==> config.mk <==
export PLATFORM = sky130hd
export DESIGN_NAME = inst_prefetch_queue_flat
export DESIGN_NICKNAME = d
export VERILOG_FILES = /design/src/rtl/inst_prefetch_queue_if.sv /design/src/rtl/inst_prefetch_queue.sv /design/src/flat_wrapper.sv
export SDC_FILE = /design/constraint.sdc
export NUM_CORES = 1
export LEC_CHECK = 0
export CORE_ASPECT_RATIO = 0.5
export CORE_MARGIN = 5
export CORE_UTILIZATION = 36
export CTS_CLUSTER_DIAMETER = 120
export DETAILED_ROUTE_END_ITERATION = 8
export PLACE_DENSITY = 0.53
export SETUP_SLACK_MARGIN = 0.02
export SYNTH_ARGS = -nofsm -noshare
export SYNTH_HDL_FRONTEND = slang
export SYNTH_SLANG_ARGS = --single-unit
==> constraint.sdc <==
create_clock -name queue_clk -period 7.2 [get_ports queue_clk]
set_input_delay 1.08 -clock queue_clk [delete_from_list [all_inputs] [get_ports queue_clk]]
set_output_delay 1.08 -clock queue_clk [all_outputs]
set_load 0.005 [all_outputs]
==> src/rtl/inst_prefetch_queue_if.sv <==
// Fetch/decode-side bundle of the instruction prefetch queue.
// The master modport is the fetch unit plus decoder; the slave modport is the queue itself.
interface inst_prefetch_queue_if #(
  parameter int DATA_W  = 8,
  parameter int DEPTH   = 16,
  parameter int POP_MAX = 3
);
  localparam int CW = $clog2(DEPTH) + 1;

  logic                      push_valid;
  logic [DATA_W-1:0]         push_data;
  logic                      push_ready;
  logic [1:0]                pop_len;
  logic [POP_MAX*DATA_W-1:0] peek_data;
  logic [POP_MAX-1:0]        peek_valid;
  logic [CW-1:0]             queue_count;
  logic                      fetch_req;
  logic                      pop_err;

  modport master (
    output push_valid, push_data, pop_len,
    input  push_ready, peek_data, peek_valid, queue_count, fetch_req, pop_err
  );

  modport slave (
    input  push_valid, push_data, pop_len,
    output push_ready, peek_data, peek_valid, queue_count, fetch_req, pop_err
  );
endinterface

==> src/rtl/inst_prefetch_queue.sv <==
// Circular byte FIFO between fetch and decode: one push per cycle, a POP_MAX-byte peek window,
// and a variable-length retire of up to POP_MAX bytes per cycle. Flushed by a taken branch.
module inst_prefetch_queue #(
  parameter int DATA_W    = 8,
  parameter int DEPTH     = 16,
  parameter int POP_MAX   = 3,
  parameter int FETCH_LWM = 4
) (
  input  logic                  queue_clk,
  input  logic                  queue_reset_n,
  input  logic                  queue_flush,
  inst_prefetch_queue_if.slave  q
);
  localparam int AW = $clog2(DEPTH);
  localparam int CW = AW + 1;
  localparam logic [CW-1:0] DEPTH_C   = CW'(DEPTH);
  localparam logic [CW-1:0] POP_MAX_C = CW'(POP_MAX);
  localparam logic [CW-1:0] LWM_C     = CW'(FETCH_LWM);

  logic [DATA_W-1:0] mem [DEPTH];
  logic [AW-1:0]     rd_ptr;
  logic [AW-1:0]     wr_ptr;
  logic [CW-1:0]     count;
  logic              pop_err_q;

  logic              push_acc;
  logic [CW-1:0]     pop_len_ext;
  logic              pop_nz;
  logic              pop_legal;
  logic              pop_illegal;
  logic [AW-1:0]     peek_idx;

  assign q.push_ready  = queue_reset_n & (count != DEPTH_C);
  assign q.queue_count = count;
  assign q.fetch_req   = queue_reset_n & ~queue_flush & ((DEPTH_C - count) >= LWM_C);
  assign q.pop_err     = pop_err_q;

  assign push_acc    = q.push_valid & q.push_ready & ~queue_flush;
  assign pop_len_ext = CW'(q.pop_len);
  assign pop_nz      = (pop_len_ext != '0);
  assign pop_legal   = pop_nz && (pop_len_ext <= POP_MAX_C) && (pop_len_ext <= count);
  assign pop_illegal = pop_nz && !pop_legal;

  // Window slots beyond the current occupancy read as zero so decode never sees stale bytes.
  always_comb begin
    q.peek_data  = '0;
    q.peek_valid = '0;
    peek_idx     = '0;
    for (int i = 0; i < POP_MAX; i++) begin
      peek_idx = rd_ptr + AW'(i);
      if (CW'(i) < count) begin
        q.peek_valid[i]                = 1'b1;
        q.peek_data[i*DATA_W +: DATA_W] = mem[peek_idx];
      end
    end
  end

  always_ff @(posedge queue_clk) begin
    if (!queue_reset_n) begin
      rd_ptr    <= '0;
      wr_ptr    <= '0;
      count     <= '0;
      pop_err_q <= 1'b0;
    end else if (queue_flush) begin
      rd_ptr    <= '0;
      wr_ptr    <= '0;
      count     <= '0;
      pop_err_q <= 1'b0;
    end else begin
      if (push_acc)
        wr_ptr <= wr_ptr + 1'b1;
      if (pop_legal)
        rd_ptr <= rd_ptr + AW'(q.pop_len);
      count     <= count + CW'(push_acc) - (pop_legal ? pop_len_ext : '0);
      pop_err_q <= pop_illegal;
    end
  end

  // Storage carries no reset; occupancy alone decides what is visible.
  always_ff @(posedge queue_clk) begin
    if (push_acc)
      mem[wr_ptr] <= q.push_data;
  end
endmodule
==> src/flat_wrapper.sv <==
// flat-port wrapper written by rule: the top's interface ports become plain ports
module inst_prefetch_queue_flat 
#(
  parameter int DATA_W    = 8,
  parameter int DEPTH     = 16,
  parameter int POP_MAX   = 3,
  parameter int FETCH_LWM = 4
)
  (queue_clk, queue_reset_n, queue_flush, q_push_valid, q_push_data, q_pop_len, q_push_ready, q_peek_data, q_peek_valid, q_queue_count, q_fetch_req, q_pop_err);
  inst_prefetch_queue_if #(.DATA_W(DATA_W), .DEPTH(DEPTH), .POP_MAX(POP_MAX)) q_i ();
  input  logic queue_clk;
  input  logic queue_reset_n;
  input  logic queue_flush;
  input wire logic [$bits(q_i.push_valid)-1:0] q_push_valid;
  input wire logic [$bits(q_i.push_data)-1:0] q_push_data;
  input wire logic [$bits(q_i.pop_len)-1:0] q_pop_len;
  output wire logic [$bits(q_i.push_ready)-1:0] q_push_ready;
  output wire logic [$bits(q_i.peek_data)-1:0] q_peek_data;
  output wire logic [$bits(q_i.peek_valid)-1:0] q_peek_valid;
  output wire logic [$bits(q_i.queue_count)-1:0] q_queue_count;
  output wire logic [$bits(q_i.fetch_req)-1:0] q_fetch_req;
  output wire logic [$bits(q_i.pop_err)-1:0] q_pop_err;
  assign q_i.push_valid = q_push_valid;
  assign q_i.push_data = q_push_data;
  assign q_i.pop_len = q_pop_len;
  assign q_push_ready = q_i.push_ready;
  assign q_peek_data = q_i.peek_data;
  assign q_peek_valid = q_i.peek_valid;
  assign q_queue_count = q_i.queue_count;
  assign q_fetch_req = q_i.fetch_req;
  assign q_pop_err = q_i.pop_err;
  inst_prefetch_queue #(.DATA_W(DATA_W), .DEPTH(DEPTH), .POP_MAX(POP_MAX), .FETCH_LWM(FETCH_LWM)) u_core (.queue_clk(queue_clk), .queue_reset_n(queue_reset_n), .queue_flush(queue_flush), .q(q_i));
endmodule
==> results.cfg, run 1 <==
[status]
outcome = finished clean

[global_routing]
antenna_found_initial = 0
grt_max_degree = 52
grtUsageTotal_pct = 18.6
overflow = 0
grtUsageMet3_pct = 6.15
grt_pass1_vias = 5141
grt_pass1_wl_um = 35100
grt_busiest_layer = met1
grtUsageMet1_pct = 27.7
met2_usage_pct = 26.4

[die]
die_area_mm2 = 0.0258
die_h_um = 116
io_pins = 49
start_util_pct = 37.0
die_w_um = 222
fp-row-count = 38
core_mm2 = 0.0219

[clocking]
clk_latency_ns = 0.43
cts_htree_levels = 4
cts-resized-gates = 0
cts_tree = built
cts_buffers = 17
clkTransAtPathRegs_ns = 0.06
post_cts_buffers = 0
root_buffer = clkbuf_16
cts.path.max_buffers = 2
clock-sinks = 146
ctsHoldBuffers = 0

[yosys]
yosys.cell_types.count = 51
syn_nets = 539
synth-warning-count = 0
syn_area_per_cell_um2 = 16.1
syn-cell-area_mm2 = 0.00811
ys_ff_latch = 146
syn_inst = 504
ys_seq_area_share_pct = 51.9

[setup_path]
worstSetupPathType = reg -> out
critPathArrivalTime_ns = 3.80
endpoint_kind = output port
cp_max_fo = 37
cp.required_ns = 6.12
worstSetupStartpointType = register

[pwr]
switching_share_pct = 31.0
intPower_uw = 2030
pwr-share-comb_pct = 35.2
vdd_drop_max_v = 0.000188
power.share.clock_pct = 31.9
leakagePower_uw = 0.00298
power_density_mw_per_mm2 = 311
seq_power_share_pct = 32.8
p_switching_uw = 912

[timing]
slew_headroom_pct = 16.6
rsz0062_at_grt = no
hold_viol_final = 0
final_max_slew_viol_count = 0
fin_skew_ns = 0.0101
max_freq_mhz = 205
fin_crit_sh_pct = 67.8
fin_setup_tns_ns = 0
finalSetupViolCount = 0
period_minus_slack_ns = 4.88
worst_slew_pin_slew_ns = 1.25

[cells_and_area]
area_delta_synth_final_pct = 17.0
layout-drive-gt1-share_pct = 25.3
design_area_mm2 = 0.00949
diodes = 0
fin_nets = 588
layout.cells.non_filler = 865
n_fill_cell = 1916
final_util_pct = 43.3

[route]
drc_errors = 0
num_vias = 5240
routed_wl_um = 23800
wire_per_inst_um = 27.5
firstDrtPassIters = 5
via_per_inst = 6.06
drt_iter0_markers = 584
ant_nets = 0

[place]
io_buffers = 48
routabilityCongestion = 0.807
placed_cells = 834
postPlaceCellArea_mm2 = 0.00887
hpwl_um = 15900

[flow_run]
cap_violations = 0

[worst_hold_path]
hold_class = reg -> reg
-- cells in the mapped netlist (all sizes together) --
cell type	number	area share, %
clkinv	13	0.60
a211oi	2	0.31
a22oi	16	1.5
o31ai	2	0.19
nor4b	1	0.19
xor2	4	0.43
o21ai	3	0.19
a21bo	1	0.12
nand4b	1	0.11
a221o	8	0.99
a21oi	9	0.56
buf	19	1.7
and4bb	1	0.15
nor2	25	1.2
nand3	16	0.99
nand2b	11	0.85
and3	1	0.077
nand3b	2	0.19
or4	2	0.19
inv	35	1.6
or3	2	0.15
and2	4	0.31
nor3b	1	0.093
xnor2	5	0.54
o211a	1	0.12
mux4	96	27
nor2b	5	0.42
o211ai	2	0.19
nor3	7	0.56
a21o	1	0.093
o221ai	8	0.86
o21bai	1	0.093
fa	2	0.49
o22ai	8	0.62
clkbuf	8	0.37
edfxtp	128	47
ha	19	2.9
nand2	11	0.51
a21boi	1	0.093
dfxtp	18	4.4
nand4	4	0.57
-- area by class of cell --
type	instances	area [µm²]	area share (%)
Timing Repair Buffer	57	548	5.78
Multi-Input combinational cell	283	3560	37.5
Clock inverter	14	188	1.98
Inverter	48	180	1.90
Sequential cell	146	4210	44.4
Clock buffer	17	425	4.48
Tap cell	300	375	3.96
-- power groups by stage --
stage	sequential, µW	combinational, µW	clock (µW)
after floorplan	976	635	0
after global placement	986	1040	0
after detailed placement	986	1040	0
after CTS	968	1040	948
after global routing	972	1120	984
final	968	1040	940
-- worst max-delay path: stages, from the launching register on --
cell             delay [ns]
dfxtp_2                0.31
buf_4                  0.48
ha_2                   0.63
buf_4                  0.43
mux4_1                 0.61
clkinv_1               0.07
o22ai_1                0.07
a221o_1                0.30
clkdlybuf4s50_1        0.46
-- cells by family (layout without fill, tap and decap cells) --
logic type | after synthesis | after routing | synth area share (%)
simple gates | 94 | 94 | 6.50
buf+inv | 75 | 136 | 4.31
flops | 146 | 146 | 51.9
fa+ha+maj | 21 | 21 | 3.43
compound gates | 63 | 63 | 5.90
mux | 96 | 96 | 27.0
xor+xnor | 9 | 9 | 0.972
-- state kept, by name, summed over array words and instances (netlist names), named ones only --
name	count
u_core.mem	128
u_core.q.pop_err	1
u_core.q.queue_count	5
u_core.rd_ptr	4
u_core.wr_ptr	4
-- per-layer routing --
layer / part of all wire (%) / up-vias
met4: 1.6 / 0
met1: 45 / 2751
met3: 10 / 22
li1: - / 2170
met5: 0 / -
met2: 43 / 297
-- placed cells by master, fill, tap and decap left out, drive strengths merged, types with 7 or more instances in the layout --
cell,netlist,final
nor2,25,25
a221o,8,8
clkbuf,8,17
dfxtp,18,18
o221ai,8,8
o22ai,8,8
mux4,96,96
clkdlybuf4s50,0,48
clkinv,13,19
ha,19,19
nor3,7,7
nand2,11,11
buf,19,9
a21oi,9,9
nand2b,11,11
nand3,16,16
inv,35,37
edfxtp,128,128
a22oi,16,16
-- worst paths after layout --
| kind | slack [ns] | from | cells after the start | end |
|---|---|---|---|---|
| setup / recovery | 2.32 | u_core.rd_ptr[1] | 8 | q_peek_data[12] |
| hold / removal | 0.58 | u_core.rd_ptr[3] | 2 | u_core.rd_ptr[3] |
| setup reg to reg | 3.99 | u_core.q.queue_count[2] | 7 | u_core.mem[7][7] |
| hold reg to reg | 0.58 | u_core.rd_ptr[3] | 2 | u_core.rd_ptr[3] |
-- per-stage QoR --
step,hold WS (ns),total power (µW),worst slack [ns]
floorplan,0.493,1610,4.05
global placement,0.537,2020,2.72
detailed placement,0.552,2020,2.71
CTS,0.561,2960,2.24
global route,0.630,3070,2.11
finish,0.576,2950,2.32
(Power assumes the default switching activity.)
==> run 2, diff against run 1 <==
Settings changed: PLACE_DENSITY 0.53 to 0.55.
Clock period 7.2 ns to 4 ns, I/O delays scaled along.
==> results.cfg, run 2 (synthesized netlist as in run 1, its figures left out) <==
[global_routing]
grt_pass1_vias = 5048
grt_pass1_wl_um = 33600
grtUsageTotal_pct = 17.9
antenna_found_initial = 0
overflow = 0
grt_max_degree = 69

[clocking]
cts_tree = built
ctsHoldBuffers = 0
clkTransAtPathRegs_ns = 0.06
cts_buffers = 17
cts-resized-gates = 0
clock-sinks = 146
clk_latency_ns = 0.44
cts_htree_levels = 4
cts.path.max_buffers = 2
post_cts_buffers = 0
root_buffer = clkbuf_16

[route]
drt_iter0_markers = 525
ant_nets = 0
num_vias = 5125
routed_wl_um = 22400
wire_per_inst_um = 25.6
via_per_inst = 5.84
drc_errors = 0
firstDrtPassIters = 7

[setup_path]
crit_chain = buf_12, nand3b_1, and2_1, nor3_2, a221o_1, clkdlybuf4s50_1
cp-startpoint = u_core.rd_ptr[0]
r2r_slack_ns = 1.05
worstSetupPathType = reg -> out
worstSetupStartpointType = register
reg2reg_to = u_core.q.queue_count[4]
cpMaxStageDelayCell = nor3_2
worst_r2r_path_depth = 13
endpoint_kind = output port
max_stage_delay_ns = 0.57
cp.required_ns = 3.40
cp_max_fo = 68
critPathArrivalTime_ns = 3.12
r2r_start = u_core.q.queue_count[1]

[pwr]
power_uw = 5200
vdd_drop_max_v = 0.000294
power_density_mw_per_mm2 = 543
leakagePower_uw = 0.00303

[die]
io_pins = 49
die_h_um = 116
die_w_um = 222
start_util_pct = 37.0
fp-row-count = 38
core_mm2 = 0.0219
die_area_mm2 = 0.0258

[place]
io_buffers = 48
hpwl_um = 15300
postPlaceCellArea_mm2 = 0.00899
routabilityCongestion = 0.820

[worst_hold_path]
hold_depth = 2
hold_class = reg -> reg
hold_start = u_core.rd_ptr[3]

[cells_and_area]
layout_common_cells = edfxtp_1 (128), mux4_2 (88), clkdlybuf4s50_1 (48), inv_1 (34), nor2_1 (25)
layout_commonest_cell = edfxtp_1
layout-drive-gt1-share_pct = 26.7
fin_nets = 599
area_delta_synth_final_pct = 18.1
design_area_mm2 = 0.00957
regMostFlops = u_core.mem
n_fill_cell = 1934
largest_reg_flops = 128
diodes = 0

[timing]
period_minus_slack_ns = 3.72
fin_crit_sh_pct = 92.9
finalSetupViolCount = 0
fin_skew_ns = 0.0109
final_max_slew_viol_count = 0
worst_slew_pin_slew_ns = 0.836
slew_headroom_pct = 44.0
hold_viol_final = 0
max_freq_mhz = 269
rsz0062_at_grt = no
fin_setup_tns_ns = 0

[status]
outcome = finished clean

[flow_run]
cap_violations = 0
## run 2: cell types whose count changed in the layout (fill, tap and decap cells not counted)
| cell | before | now |
|---|---|---|
| buf_12 | 0 | 3 |
| buf_4 | 9 | 17 |
| bufinv_16 | 4 | 2 |
| clkinv_2 | 2 | 1 |
| clkinvlp_4 | 2 | 4 |
| inv_6 | 2 | 3 |
| inv_8 | 0 | 1 |
| nor3b_1 | 0 | 1 |
| nor3b_2 | 1 | 0 |
## run 2: final cells by class
class	count	area [µm²]	share of cell area (%)
Inverter	48	180	1.88
Timing Repair Buffer	68	668	6.98
Clock inverter	15	158	1.65
Multi-Input combinational cell	283	3560	37.1
Clock buffer	17	425	4.44
Sequential cell	146	4210	44.0
Tap cell	300	375	3.92
## run 2: per-layer routing
metal	vias up	global-route usage (%)	part of all wire, %
li1	2198	-	-
met1	2689	26.1	46
met2	218	26.0	45
met3	20	6.08	8.6
met4	0	4.31	1.3
met5	-	0	0
## run 2: worst max-delay path, delay by kind of cell (launching register included)
kind	cells	cell delay [ns]
AOI/OAI and AO/OA	1	0.30
buffers and inverters	2	0.87
DFF	1	0.36
and+or+nand+nor	3	1.11
## run 2: through the flow
stage / worst slack [ns] / utilization (%) / cells / hold slack (ns)
floorplan: 1.33 / - / 504 / 0.493
global placement: 0.649 / 41.0 / 845 / 0.564
detailed placement: 0.559 / 41.0 / 845 / 0.566
CTS: 0.220 / 43.7 / 877 / 0.579
global route: 0.126 / 43.7 / 877 / 0.604
finish: 0.285 / 43.7 / 877 / 0.588
## run 2: report_power, final
group | internal, µW | switching (µW)
registers | 1690 | 50.6
clock network | 922 | 661
logic | 950 | 927
total | 3560 | 1640
## run 2: how the worst max path moves through the flow
stage	to	slack, ns	cells past startpoint
2_1_floorplan	u_core.q.queue_count[4]	1.33	12
3_3_place_gp	u_core.q.queue_count[4]	0.65	13
3_5_place_dp	u_core.q.queue_count[4]	0.56	13
4_1_cts	q_peek_data[11]	0.22	6
5_1_grt	q_peek_data[12]	0.13	9
6_report	q_peek_data[11]	0.28	6
